### src/rtl/full_adder_monitor.sv
// ---------------------------------------------------------------------------
// full_adder_monitor
//
// Receive-side checker for a 1-bit full adder. Watches the stimulus driven
// into the adder (a, b, c_in) and the adder response (s, c_out). Each checked
// response is compared against the golden sum/carry. The block counts
// mismatches, records the first failing vector, and tracks coverage of the
// 8 input vectors. It reports done/pass once every vector has been checked.
// The block is synthesizable, so it can also serve as an on-chip BIST
// response checker.
//
// Optional feature (define FA_MON_TIMEOUT_EN):
//   RUN is abandoned after TIMEOUT_CYC cycles without new coverage. The FSM
//   then enters DONE with timeout=1. Without the macro, timeout is tied to 0
//   and RUN waits indefinitely.
//
// Parameters
//   LAT          adder latency from stimulus to response, in cycles (0..4)
//   ERR_CNT_W    width of the saturating mismatch counter
//   TIMEOUT_CYC  RUN cycles allowed without new coverage (timeout build only)
//
// Ports
//   clk            in   rising-edge clock
//   rst_n          in   asynchronous active-low reset
//   start          in   pulse: clear all results and enter RUN
//   vld            in   a/b/c_in carry a valid stimulus this cycle
//   a, b, c_in     in   stimulus applied to the adder
//   s, c_out       in   adder response, valid LAT cycles after vld
//   busy           out  FSM is in RUN
//   done           out  FSM is in DONE
//   pass           out  done with no mismatches and no timeout
//   err_cnt        out  mismatch count, saturates at all-ones
//   cov_map        out  bit i set = vector {b,a,c_in}==i has been checked
//   first_err_vld  out  a mismatch has been captured
//   first_err_vec  out  vector index of the first mismatch
//   timeout        out  RUN ended by timeout
//
// state   | meaning
// --------+-----------------------------------------------------------
// IDLE    | after reset; vld ignored, waiting for start
// RUN     | checking delayed samples, accumulating coverage/errors
// DONE    | coverage complete (or timed out); results held until start
// ---------------------------------------------------------------------------
module full_adder_monitor #(
    parameter int LAT         = 0,
    parameter int ERR_CNT_W   = 8,
    parameter int TIMEOUT_CYC = 64
) (
    input  logic                 clk,
    input  logic                 rst_n,
    input  logic                 start,
    input  logic                 vld,
    input  logic                 a,
    input  logic                 b,
    input  logic                 c_in,
    input  logic                 s,
    input  logic                 c_out,
    output logic                 busy,
    output logic                 done,
    output logic                 pass,
    output logic [ERR_CNT_W-1:0] err_cnt,
    output logic [7:0]           cov_map,
    output logic                 first_err_vld,
    output logic [2:0]           first_err_vec,
    output logic                 timeout
);

    typedef enum logic [1:0] {
        ST_IDLE = 2'd0,
        ST_RUN  = 2'd1,
        ST_DONE = 2'd2
    } state_t;

    if (LAT < 0 || LAT > 4) begin : g_lat_chk
        $error("full_adder_monitor: LAT must be in 0..4");
    end
    if (TIMEOUT_CYC < 1) begin : g_tmo_chk
        $error("full_adder_monitor: TIMEOUT_CYC must be at least 1");
    end

    state_t state, state_nxt;

    logic [2:0] idx;
    logic       chk_vld;
    logic [2:0] chk_idx;

    assign idx = {b, a, c_in};

    // Delay line aligning the stimulus with the adder response. start
    // flushes it so samples from a previous run never leak into a new one.
    if (LAT == 0) begin : g_nodly
        assign chk_vld = vld;
        assign chk_idx = idx;
    end else begin : g_dly
        logic [LAT-1:0]      dly_vld;
        logic [LAT-1:0][2:0] dly_idx;

        always_ff @(posedge clk or negedge rst_n) begin
            if (!rst_n) begin
                dly_vld <= '0;
                dly_idx <= '0;
            end else if (start) begin
                dly_vld <= '0;
                dly_idx <= '0;
            end else begin
                dly_vld[0] <= vld;
                dly_idx[0] <= idx;
                for (int i = 1; i < LAT; i++) begin
                    dly_vld[i] <= dly_vld[i-1];
                    dly_idx[i] <= dly_idx[i-1];
                end
            end
        end

        assign chk_vld = dly_vld[LAT-1];
        assign chk_idx = dly_idx[LAT-1];
    end

    // Golden response for the delayed vector.
    logic exp_s, exp_c, mismatch;

    assign exp_s    = chk_idx[2] ^ chk_idx[1] ^ chk_idx[0];
    assign exp_c    = (chk_idx[2] & chk_idx[1]) | (chk_idx[1] & chk_idx[0]) |
                      (chk_idx[2] & chk_idx[0]);
    assign mismatch = ({s, c_out} != {exp_s, exp_c});

    logic [ERR_CNT_W-1:0] err_nxt;
    logic [7:0]           cov_nxt;
    logic                 fev_nxt;
    logic [2:0]           fvec_nxt;

`ifdef FA_MON_TIMEOUT_EN
    // Down-counter reloaded on start and on every new coverage bit; a
    // terminal count of zero in a cycle without new coverage ends the run.
    localparam int TMO_W = (TIMEOUT_CYC > 1) ? $clog2(TIMEOUT_CYC) : 1;
    localparam logic [TMO_W-1:0] TMO_LOAD = TMO_W'(TIMEOUT_CYC - 1);

    logic [TMO_W-1:0] tmo_cnt, tmo_cnt_nxt;
    logic             tmo_nxt;
    logic             new_cov;
`endif

    always_comb begin
        state_nxt = state;
        err_nxt   = err_cnt;
        cov_nxt   = cov_map;
        fev_nxt   = first_err_vld;
        fvec_nxt  = first_err_vec;
`ifdef FA_MON_TIMEOUT_EN
        tmo_nxt     = timeout;
        tmo_cnt_nxt = tmo_cnt;
        new_cov     = 1'b0;
`endif
        if (start) begin
            state_nxt = ST_RUN;
            err_nxt   = '0;
            cov_nxt   = '0;
            fev_nxt   = 1'b0;
            fvec_nxt  = '0;
`ifdef FA_MON_TIMEOUT_EN
            tmo_nxt     = 1'b0;
            tmo_cnt_nxt = TMO_LOAD;
`endif
        end else if (state == ST_RUN) begin
            if (chk_vld) begin
                cov_nxt = cov_map | (8'd1 << chk_idx);
`ifdef FA_MON_TIMEOUT_EN
                new_cov = ~cov_map[chk_idx];
`endif
                if (mismatch) begin
                    if (err_cnt != '1) begin
                        err_nxt = err_cnt + 1'b1;
                    end
                    if (!first_err_vld) begin
                        fev_nxt  = 1'b1;
                        fvec_nxt = chk_idx;
                    end
                end
            end
            // Completing coverage takes precedence over a same-edge timeout.
            if (cov_nxt == 8'hFF) begin
                state_nxt = ST_DONE;
            end
`ifdef FA_MON_TIMEOUT_EN
            else if (!new_cov && (tmo_cnt == '0)) begin
                state_nxt = ST_DONE;
                tmo_nxt   = 1'b1;
            end
            if (new_cov) begin
                tmo_cnt_nxt = TMO_LOAD;
            end else if (tmo_cnt != '0) begin
                tmo_cnt_nxt = tmo_cnt - 1'b1;
            end
`endif
        end
    end

    always_ff @(posedge clk or negedge rst_n) begin
        if (!rst_n) begin
            state <= ST_IDLE;
        end else begin
            state <= state_nxt;
        end
    end

    always_ff @(posedge clk or negedge rst_n) begin
        if (!rst_n) begin
            err_cnt       <= '0;
            cov_map       <= '0;
            first_err_vld <= 1'b0;
            first_err_vec <= '0;
        end else begin
            err_cnt       <= err_nxt;
            cov_map       <= cov_nxt;
            first_err_vld <= fev_nxt;
            first_err_vec <= fvec_nxt;
        end
    end

`ifdef FA_MON_TIMEOUT_EN
    always_ff @(posedge clk or negedge rst_n) begin
        if (!rst_n) begin
            timeout <= 1'b0;
            tmo_cnt <= '0;
        end else begin
            timeout <= tmo_nxt;
            tmo_cnt <= tmo_cnt_nxt;
        end
    end
`else
    assign timeout = 1'b0;
`endif

    assign busy = (state == ST_RUN);
    assign done = (state == ST_DONE);
    assign pass = done && (err_cnt == '0) && !timeout;

endmodule

### config.mk
export PLATFORM = sky130hd
export DESIGN_NAME = full_adder_monitor
export DESIGN_NICKNAME = d
export VERILOG_FILES = /design/src/rtl/full_adder_monitor.sv
export SDC_FILE = /design/constraint.sdc
export NUM_CORES = 1
export LEC_CHECK = 0
export ABC_AREA = 1
export CAP_MARGIN = 20
export CORE_MARGIN = 8
export CORE_UTILIZATION = 48
export CTS_CLUSTER_DIAMETER = 100
export CTS_CLUSTER_SIZE = 30
export DETAILED_ROUTE_END_ITERATION = 8
export GPL_TIMING_DRIVEN = 0
export PLACE_DENSITY = 0.88
export REMOVE_ABC_BUFFERS = 1
export SKIP_LAST_GASP = 1
export SYNTH_ARGS = -nofsm -noshare
export SYNTH_HDL_FRONTEND = slang
export SYNTH_SLANG_ARGS = --single-unit
### constraint.sdc
create_clock -name clk -period 1.8 [get_ports clk]
set_input_delay 0.54 -clock clk [delete_from_list [all_inputs] [get_ports clk]]
set_output_delay 0.54 -clock clk [all_outputs]
set_load 0.01 [all_outputs]
After elaboration in Yosys (flattened, before gate mapping) --
Index checks and enable logic that the tools add are counted.
Word-level totals: bits of input ports 9, bits in registers 22
Operators by class: add/sub/neg operators 1, muxes and demuxes 22, reductions and logical operators 11, bitwise operators 8, shift-type cells 1, eq/ne operators 6
Operators by type and width (number):
- $mux W8 | 10
- $mux W3 | 5
- $reduce_bool A2 Y1 | 5
- $add A8 B1 Y8 const B | 1
- $eq A8 B8 Y1 const B | 1
- $logic_not A8 Y1 | 1
- $ne A8 B8 Y1 const B | 1
- $or A8 B8 Y8 | 1
- $reduce_and A4 Y1 | 2
- $shl A1 B3 Y8 const A | 1
- $mux W2 | 3
- $mux W1 | 4
- $and A1 B1 Y1 | 3
- $reduce_and A3 Y1 | 1
- $eq A2 B1 Y1 const B | 1
- $eq A2 B2 Y1 const B | 1
- $ne A2 B2 Y1 | 1
- $ne A2 B2 Y1 const B | 1
- $or A1 B1 Y1 | 2
- $reduce_and A2 Y1 | 1
- $xor A1 B1 Y1 | 2
- $logic_and A1 B1 Y1 | 1

Longest topological paths before layout --
Gate-level depths: netlist (run 1).
depth after elaboration 9, gate-level depth with buffers 9, gate-level depth less buffers 9

Least setup slack after synthesis (run 1) --
No wires, ideal clock.
path kind input to register, start input port a, end register err_cnt[2], slack 0.005 ns, stages 8, arrival time 1.669 ns, setup time 0.126 ns, path buffers 1, cell sequence fa_1 -> xnor2_1 -> nand2_1 -> nand2_1 -> nand2_1 -> nand2_4 -> buf_8 -> o21ai_0
Between the ends: cells in the longest elaborated chain, start to end 6
RTL lines:
- start: declaration | line 53 | input logic a,
- $and A1 B1 Y1 | line 123 | assign exp_c = (chk_idx[2] & chk_idx[1]) | (chk_idx[1] & chk_idx[0]) |
- $or A1 B1 Y1 (2 in series) | line 123
- $ne A2 B2 Y1 * | line 125 | assign mismatch = ({s, c_out} != {exp_s, exp_c});
- $reduce_bool A2 Y1 (no line) *
- $reduce_and A4 Y1 (no line) *
- end signal: assignment | line 213 | err_cnt <= err_nxt;
- end: declaration | line 61 | output logic [ERR_CNT_W-1:0] err_cnt,
Every way passes the cells marked *; elsewhere a longest branch is shown, timed or not. A chain may end at the register's enable or synchronous reset.

Worst setup path after layout (run 1) --
start register err_cnt[0], end output port pass
Between the ends: cells in the longest elaborated chain, start to end 2
RTL lines:
- $logic_not A8 Y1 | line 236 | assign pass = done && (err_cnt == '0) && !timeout;
- $logic_and A1 B1 Y1 | line 236
- end: declaration | line 60 | output logic pass,
No other way between the ends.

==> run metrics, run 1 <==
antenna-violating nets left=0; fmax=0.5133 GHz; crit-path max FO=4; failing checks=setup timing; Synth area leader=dfrtp_1; crit start category=flop; grt total ovfl=0; Worst VDD drop=662.7 uV; post-synthesis mux area share=0; top cells by count, synth=nand2_1 (53), dfrtp_1 (22), inv_1 (22); post-synthesis sequential area ratio=0.4293; Syn Inst Count=171; EDFF count, synth=0; Hold Path Class=in -> async; PwrDens=611.5 nW/um^2; Initial Utilization=0.5130; first-pass GRT wire length=5009 um; placed cell count=228; Gate power share=0.264; Synth Cell Area=1282 um^2; final WL=3073 um; # rows=18; TNS Setup=-172.3 ps; Final Hold Violating Endpoints=0; critical path data required time=1260 ps; post-DP HPWL=2025 um; vias per cell=4.815; status=finished with violations; CP cell instances=inv_2, ha_1, nand3_1, nor4_1, buf_2; CP Launch Point=err_cnt[0]$_DFFE_PN0P_; RR Startpoint=err_cnt[0]$_DFFE_PN0P_; largest net degree at the start of global routing=23; Layout Cells excl Fill=249; Net Switching=321.2 uW; CTS Hold Buffers Added=0; largest family of logic cells by synthesized area=simple AND/OR/NAND/NOR gates; Pint=786.8 uW; ant diodes=0; sequential share of power=0.489; die footprint=4582 um^2; Final setup viols=2; clk slew on worst S/H paths=110 ps; routability congestion estimate=0.8608; initial detailed-routing violation count=64; Slew Viols, Final=0; setup ws final=-148.3 ps; Max Cap Viol=0; Synth-to-Final Area Change=41.27%; number of fillers in the final layout=190; ranking of synthesized cells by area=dfrtp_1 (43%), nand2_1 (16%), inv_1 (6.4%); worst clock skew=6.738 ps; post-synth top area share=0.4293; CTS root buffer=clkbuf_4; CP Capture Type=primary output; dominant synthesized flop cell=dfrtp_1; PortBufs=31; slowest CP cell=dfrtp_1; Chip Width=67.69 um; Post-Synth XOR/XNOR Area=0.02732; RSZ-0062 raised after global routing=yes; Place WS=-724.4 ps; Net Sw Frac=0.2899; Clk pwr share=0.247; fraction of the mapped netlist area in simple logic gates=0.2937; register bit total from synthesis=22; post-synthesis adder-cell area fraction=0.03512; DR WL/cell=12.34 um; share of layout cells above drive strength 1=0.1963; Die H=67.69 um; antenna violations before repair=0; ys async rst share=1.000; min Tclk post-route=1948 ps; Compound-Gate Fraction of Synth Area=0.1132; Finished Core Util=0.7247; DRC Markers=0; yosys warns=0; Longest Clk Path Bufs=2; Mapped Avg Cell Area=7.500 um^2; Num CTS Buffers=3; clk_lat worst skew=310 ps; DR vias=1199; Pre-Repair DR Iteration Count=4; crit path DAT=1410 ps; TritonCTS clock tree=done; Final #Nets=232; critical path class=reg -> out; Tot GR Track Use=0.1417; synth unique cells=29; I/O pins=33; most common cell in the netlist=nand2_1; Pwr Total=1.108 mW; H-tree depth=1; crit share post-route=1.082; clk sinks=22; Static Leak=1.065 nW; Core Region=2500 um^2; Worst path max stage delay=420 ps; vias in the first global route=1148
[final timing paths]
path | endpoint | slack (ps) | cells after the start
max | pass | -150 | 5
min | cov_map[3]$_DFFE_PN0P_ | 440 | 1
max reg2reg | err_cnt[5]$_DFFE_PN0P_ | 140 | 10
min reg2reg | first_err_vec[1]$_DFFE_PN0P_ | 510 | 2
max in group asynchronous | err_cnt[3]$_DFFE_PN0P_ | 1000 | 2
min in group clk | first_err_vec[1]$_DFFE_PN0P_ | 510 | 2
[cells in the final DEF, fill, tap and decap left out, drive strengths merged]
master	instances
buf	19
nand3	11
o211a	2
nor3	2
or2	1
dfrtp	22
nand3b	1
dlymetal6s2s	10
xnor2	2
nor4	1
o21bai	1
nand2	58
conb	1
dlygate4sd2	8
inv	24
o21ai	15
nor2	14
clkinv	1
xor2	2
clkdlybuf4s50	9
fa	1
clkbuf	5
a21oi	7
ha	2
[critical path, delay by kind of cell, from the launching register on]
kind	cells	cell delay, ps
adders and majority gates	1	140
DFF	1	420
and+or+nand+nor	2	280
buffers and inverters	2	260
[per-layer routing]
metal  wire [um]  GRT usage  vias to the layer above  part of all wire
met2        1449     0.2284                       34              0.47
met1        1354     0.1710                      523              0.44
met4          52    0.06005                        0             0.017
li1            -          -                      638                 -
met3         217    0.04305                        4             0.071
met5           0          0                        -                 0
[area by class of cell]
cell class | instances | area [um^2] | share of cell area
clock buffer | 4 | 36.28 | 0.02003
multi-input combinational | 121 | 645.6 | 0.3564
timing repair buffer | 47 | 445.4 | 0.2459
inverter | 25 | 95.09 | 0.05249
tap | 30 | 37.54 | 0.02072
sequential | 22 | 551.8 | 0.3046
[kinds of logic (layout without fill, tap and decap cells)]
family | count (synthesis) | count (layout)
flip-flops | 22 | 22
XOR/XNOR | 4 | 4
other | 1 | 1
buffers and inverters | 29 | 76
AO/OA/AOI/OAI | 25 | 25
adder cells (fa/ha/maj) | 3 | 3
AND/OR/NAND/NOR | 87 | 88
[power groups by stage]
stage | clock, mW | sequential, mW | combinational, mW
floorplan | 0 | 0.571 | 0.102
global placement | 0 | 0.558 | 0.231
detailed placement | 0 | 0.559 | 0.234
CTS | 0.282 | 0.542 | 0.266
global route | 0.300 | 0.547 | 0.327
finish | 0.274 | 0.541 | 0.293
[stage by stage]
stage | cell area, um^2 | hold slack, ps
2_1_floorplan | 1250 | 244.4
3_3_place_gp | 1598 | 467.7
3_5_place_dp | 1598 | 482.5
4_1_cts | 1710 | 511.5
5_1_grt | 1812 | 423.3
6_report | 1812 | 438.3
[what timing repair did]
action                     4_1_cts  5_1_grt
resized for setup               25       20
gates cloned                     1        0
pin swaps                        1        4
setup endpoints to repair       23       26
setup buffers                   10        5
[registers in the layout (all words and copies together), names as in the netlist]
signal and flops:
cov_map 8, err_cnt 8, first_err_vec 3, first_err_vld 1, state 2
(Power assumes the default switching activity.)
==> run 2, diff against run 1 <==
--- a/config.mk
+++ b/config.mk
@@ -15,7 +15,6 @@
 export GPL_TIMING_DRIVEN = 0
 export PLACE_DENSITY = 0.88
 export REMOVE_ABC_BUFFERS = 1
-export SKIP_LAST_GASP = 1
 export SYNTH_ARGS = -nofsm -noshare
 export SYNTH_HDL_FRONTEND = slang
 export SYNTH_SLANG_ARGS = --single-unit
==> run metrics, run 2 (synthesis results as in run 1) <==
status=finished with violations; failing checks=setup timing; Longest Clk Path Bufs=2 (unchanged); placed cell area=1598 um^2 (unchanged); CP Capture Type=primary output; commonest non-fill, non-tap cell in the layout=nand2_1; Max Cap Viol=0 (unchanged); crit start category=flop; Final setup viols=1 (-1); grt total ovfl=0 (unchanged); crit share post-route=1.080 (-0.002589); share of layout cells above drive strength 1=0.2009 (+0.004566); Register Area=551.8 um^2 (unchanged); RSZ-0062 raised after global routing=yes; H-tree depth=1 (unchanged); Die H=67.69 um (unchanged); vias in the first global route=1148 (unchanged); clk_lat worst skew=310 ps (about the same); slowest CP cell=dfrtp_1; die footprint=4582 um^2 (unchanged); Finished Cell Area=1815 um^2 (+0.21%); Tot GR Track Use=0.1417 (unchanged); first-pass GRT wire length=5009 um (unchanged); largest net degree at the start of global routing=23 (unchanged); PortBufs=31 (unchanged); Final #Nets=232 (unchanged); Hold Path Class=in -> async; final WL=3073 um (unchanged); Static Leak=1.063 nW (-0.18%); routability congestion estimate=0.8608 (unchanged); most frequent cells in the layout=nand2_1 (49), inv_1 (21), dfrtp_1 (21); Worst path max stage delay=420 ps (about the same); initial detailed-routing violation count=58 (-9.4%); CTS Hold Buffers Added=0 (unchanged); antenna violations before repair=0 (unchanged); fmax=0.5145 GHz (+0.24%); PwrDens=609.7 nW/um^2 (-0.30%); TritonCTS clock tree=done; vias per cell=4.783 (-0.67%); Core Region=2500 um^2 (unchanged); clk sinks=22 (unchanged); number of fillers in the final layout=187 (-1.6%); Final Hold Violating Endpoints=0 (unchanged); Worst Reg-to-Reg Cells=10 (unchanged); Pwr Total=1.107 mW (about the same); clk slew on worst S/H paths=110 ps (about the same); I/O pins=33 (unchanged); DR WL/cell=12.34 um (unchanged); CP cell instances=inv_2, ha_1, nand3_1, nor4_1, buf_2; Num CTS Buffers=3 (unchanged); Multi-input gate area=648.1 um^2 (+0.39%); # rows=18 (unchanged); DR vias=1191 (-0.67%); Chip Width=67.69 um (unchanged); DRC Markers=0 (unchanged); CTS root buffer=clkbuf_4; Slew Viols, Final=0 (unchanged); setup ws final=-143.7 ps (+4.660 ps); antenna-violating nets left=0 (unchanged); critical path class=reg -> out; post-DP HPWL=2025 um (unchanged); ant diodes=0 (unchanged); crit-path max FO=4 (unchanged); Synth-to-Final Area Change=41.56%; Initial Utilization=0.5130 (unchanged); Finished Core Util=0.7262 (+0.001501); worst clock skew=5.878 ps (-0.8598 ps); Largest regs=cov_map (8), err_cnt (8), first_err_vec (3); critical path data required time=1260 ps (about the same); crit path DAT=1400 ps (about the same); min Tclk post-route=1944 ps (-4.660 ps); Pre-Repair DR Iteration Count=4 (unchanged); Worst VDD drop=622.9 uV (-6.0%)
[run 2: per-stage QoR]
stage	TNS, ps	hold slack, ps	setup slack (ps)	std cells
4_1_cts	-161.9	511.5	-161.9	243
3_3_place_gp	-7759	467.7	-688.6	228
6_report	-143.7	440.0	-143.7	249
5_1_grt	-281.4	423.3	-243.4	249
2_1_floorplan	-12.27	244.4	-9.921	167
3_5_place_dp	-8151	482.5	-724.4	228
[run 2: path summary, 6_finish.rpt]
check	startpoint	to	slack [ps]
max reg2reg	err_cnt[0]$_DFFE_PN0P_	err_cnt[5]$_DFFE_PN0P_	140
max in group asynchronous	rst_n	err_cnt[3]$_DFFE_PN0P_	1000
max	err_cnt[0]$_DFFE_PN0P_	pass	-140
min reg2reg	first_err_vec[0]$_DFFE_PN0P_	first_err_vec[0]$_DFFE_PN0P_	510
min	rst_n	cov_map[3]$_DFFE_PN0P_	440
min in group clk	first_err_vec[0]$_DFFE_PN0P_	first_err_vec[0]$_DFFE_PN0P_	510
[run 2: layout make-up]
type | instances | area share
sequential | 22 | 0.3039
tap | 30 | 0.02068
multi-input combinational | 121 | 0.3570
timing repair buffer | 47 | 0.2460
inverter | 25 | 0.05238
clock buffer | 4 | 0.01999
[run 2: what timing repair did]
| item | 4_1_cts | 5_1_grt |
|---|---|---|
| setup endpoints to repair | 23 | 26 |
| resized for setup | 26 | 21 |
| gates cloned | 1 | 0 |
| buffers inserted | 10 | 5 |
| pin swaps | 1 | 4 |
[run 2: power by group]
group | total [mW] | switching, mW | leakage (nW) | internal, mW
clock network | 0.272 | 0.148 | 0.0210 | 0.124
registers | 0.541 | 0.0178 | 0.292 | 0.524
logic | 0.294 | 0.153 | 0.750 | 0.140
total | 1.11 | 0.319 | 1.06 | 0.788
[run 2: critical path: cells and delay by family, from the launching register on]
family	cells	cell delay, ps
simple gates	2	270
buf+inv	2	260
fa+ha+maj	1	150
flops	1	420
[run 2: per-layer routing]
metal  vias up  share of wire  track usage
met5         -              0            0
met4         0          0.017      0.06005
met3         4          0.068      0.04305
met2        30           0.47       0.2284
met1       520           0.45       0.1710
li1        637              -            -
==> run 3, diff against run 2 <==
--- a/config.mk
+++ b/config.mk
@@ -9,6 +9,7 @@
 export CAP_MARGIN = 20
 export CORE_MARGIN = 8
 export CORE_UTILIZATION = 48
+export CTS_BUF_LIST = sky130_fd_sc_hd__clkbuf_16
 export CTS_CLUSTER_DIAMETER = 100
 export CTS_CLUSTER_SIZE = 30
 export DETAILED_ROUTE_END_ITERATION = 8
==> run metrics, run 3 (synthesis results as in run 1) <==
initial detailed-routing violation count=65 (+12%); Longest Clk Path Bufs=2 (unchanged); routability congestion estimate=0.8608 (unchanged); crit path DAT=1390 ps (about the same); Num CTS Buffers=3 (unchanged); Synth-to-Final Area Change=46.73%; die footprint=4582 um^2 (unchanged); CP Launch Point=err_cnt[0]$_DFFE_PN0P_; crit-path max FO=4 (unchanged); Largest regs=cov_map (8), err_cnt (8), first_err_vec (3); setup ws final=-125.0 ps (+18.62 ps); clk_lat worst skew=250 ps (-60 ps); PwrDens=722.9 nW/um^2 (+19%); status=finished with violations; fmax=0.5195 GHz (+0.97%); Slew Viols, Final=0 (unchanged); Final Hold Violating Endpoints=0 (unchanged); vias in the first global route=1191 (+3.7%); clk sinks=22 (unchanged); Hold Slack=493.4 ps (+53.43 ps); clk slew on worst S/H paths=60 ps (-50 ps); vias per cell=5.016 (+4.9%); TNS Setup=-125.0 ps (+18.62 ps); placed cell count=228 (unchanged); ant diodes=0 (unchanged); Initial Utilization=0.5130 (unchanged); antenna-violating nets left=0 (unchanged); grt total ovfl=0 (unchanged); RSZ-0062 raised after global routing=yes; CP Capture Type=primary output; CTS Hold Buffers Added=0 (unchanged); Worst VDD drop=983.9 uV (+58%); Final setup viols=1 (unchanged); largest net degree at the start of global routing=23 (unchanged); PortBufs=31 (unchanged); Pre-Repair DR Iteration Count=4 (unchanged); Layout Cells excl Fill=246 (-1.2%); Die H=67.69 um (unchanged); DR WL/cell=13.88 um (+12%); Static Leak=0.9365 nW (-12%); RR Startpoint=err_cnt[1]$_DFFE_PN0P_; Hold Path Class=reg -> reg; worst hold start=first_err_vec[0]$_DFFE_PN0P_; TritonCTS clock tree=done; Tot GR Track Use=0.1432 (+0.001454); crit start category=flop; Core Region=2500 um^2 (unchanged); DRC Markers=0 (unchanged); CTS root buffer=clkbuf_16; critical path class=reg -> out; I/O pins=33 (unchanged); H-tree depth=1 (unchanged); crit share post-route=1.069 (-0.01035); most frequent cells in the layout=nand2_1 (48), clkdlybuf4s50_1 (22), dfrtp_1 (21); post-DP HPWL=2025 um (unchanged); commonest non-fill, non-tap cell in the layout=nand2_1; min Tclk post-route=1925 ps (-18.62 ps); Chip Width=67.69 um (unchanged); # rows=18 (unchanged); DR vias=1234 (+3.6%); worst clock skew=1.971 ps (-3.907 ps); failing checks=setup timing; final WL=3414 um (+11%); share of layout cells above drive strength 1=0.2176 (+0.01668); Final #Nets=229 (-1.3%); critical path data required time=1260 ps (about the same); antenna violations before repair=0 (unchanged); Finished Core Util=0.7528 (+0.02653); Max Cap Viol=0 (unchanged); first-pass GRT wire length=5071 um (+1.2%)
[run 3: changes by cell type in the layout (fill, tap and decap cells not counted), sizes merged]
cell	previous run	this run
clkdlybuf4s50	9	22
dlymetal6s2s	10	3
dlygate4sd2	7	2
clkbuf	5	3
buf	19	18
clkdlybuf4s15	1	0
inv	24	25
nand2	58	57
[run 3: layer usage]
metal  global-route usage  vias to the layer above  wire length (um)
li1                     -                      627                 -
met1               0.1509                      556              1382
met2               0.2592                       42              1736
met3              0.04470                        9               225
met4              0.05483                        0                70
met5                    0                        -                 0
[run 3: cell type report]
type | instances | area (um^2)
multi-input combinational | 120 | 659.4
fill | 166 | 618.1
clock inverter | 1 | 3.754
inverter | 25 | 96.34
timing repair buffer | 45 | 457.9
tap | 30 | 37.54
sequential | 22 | 551.8
clock buffer | 3 | 75.07
[run 3: metrics by stage]
step | area (um^2) | total power, mW | setup WS, ps
after floorplan | 1250 | 0.6727 | -9.921
after detailed placement | 1598 | 0.7930 | -724.4
after CTS | 1732 | 1.287 | -108.9
final | 1882 | 1.360 | -125.0
after global routing | 1882 | 1.431 | -171.0
after global placement | 1598 | 0.7886 | -688.6
[run 3: worst max-delay path, cell delays in order, from the launching register on]
cell and delay [ps]:
dfrtp_1 410, inv_2 110, ha_4 140, nand3_2 60, nor4_1 240, buf_2 170
[run 3: timing repair]
| item | 4_1_cts | 5_1_grt |
|---|---|---|
| pin swaps | 3 | 6 |
| endpoints found under the setup margin | 18 | 18 |
| resized for setup | 24 | 25 |
| setup buffers | 6 | 7 |
[run 3: path summary, 6_finish.rpt]
check	end	slack [ps]	cells after the start
min in group asynchronous	cov_map[3]$_DFFE_PN0P_	510	1
worst max register to register	err_cnt[2]$_DFFE_PN0P_	270	9
worst max-delay path	pass	-130	5
worst min-delay path	first_err_vec[0]$_DFFE_PN0P_	490	2
worst min register to register	first_err_vec[0]$_DFFE_PN0P_	490	2
max in group asynchronous	err_cnt[3]$_DFFE_PN0P_	920	2
[run 3: power breakdown]
part / switching (mW) / total [mW] / leakage (nW) / internal [mW]
sequential: 0.0229 / 0.548 / 0.292 / 0.525
clock: 0.162 / 0.458 / 0.0385 / 0.296
combinational: 0.168 / 0.355 / 0.606 / 0.187
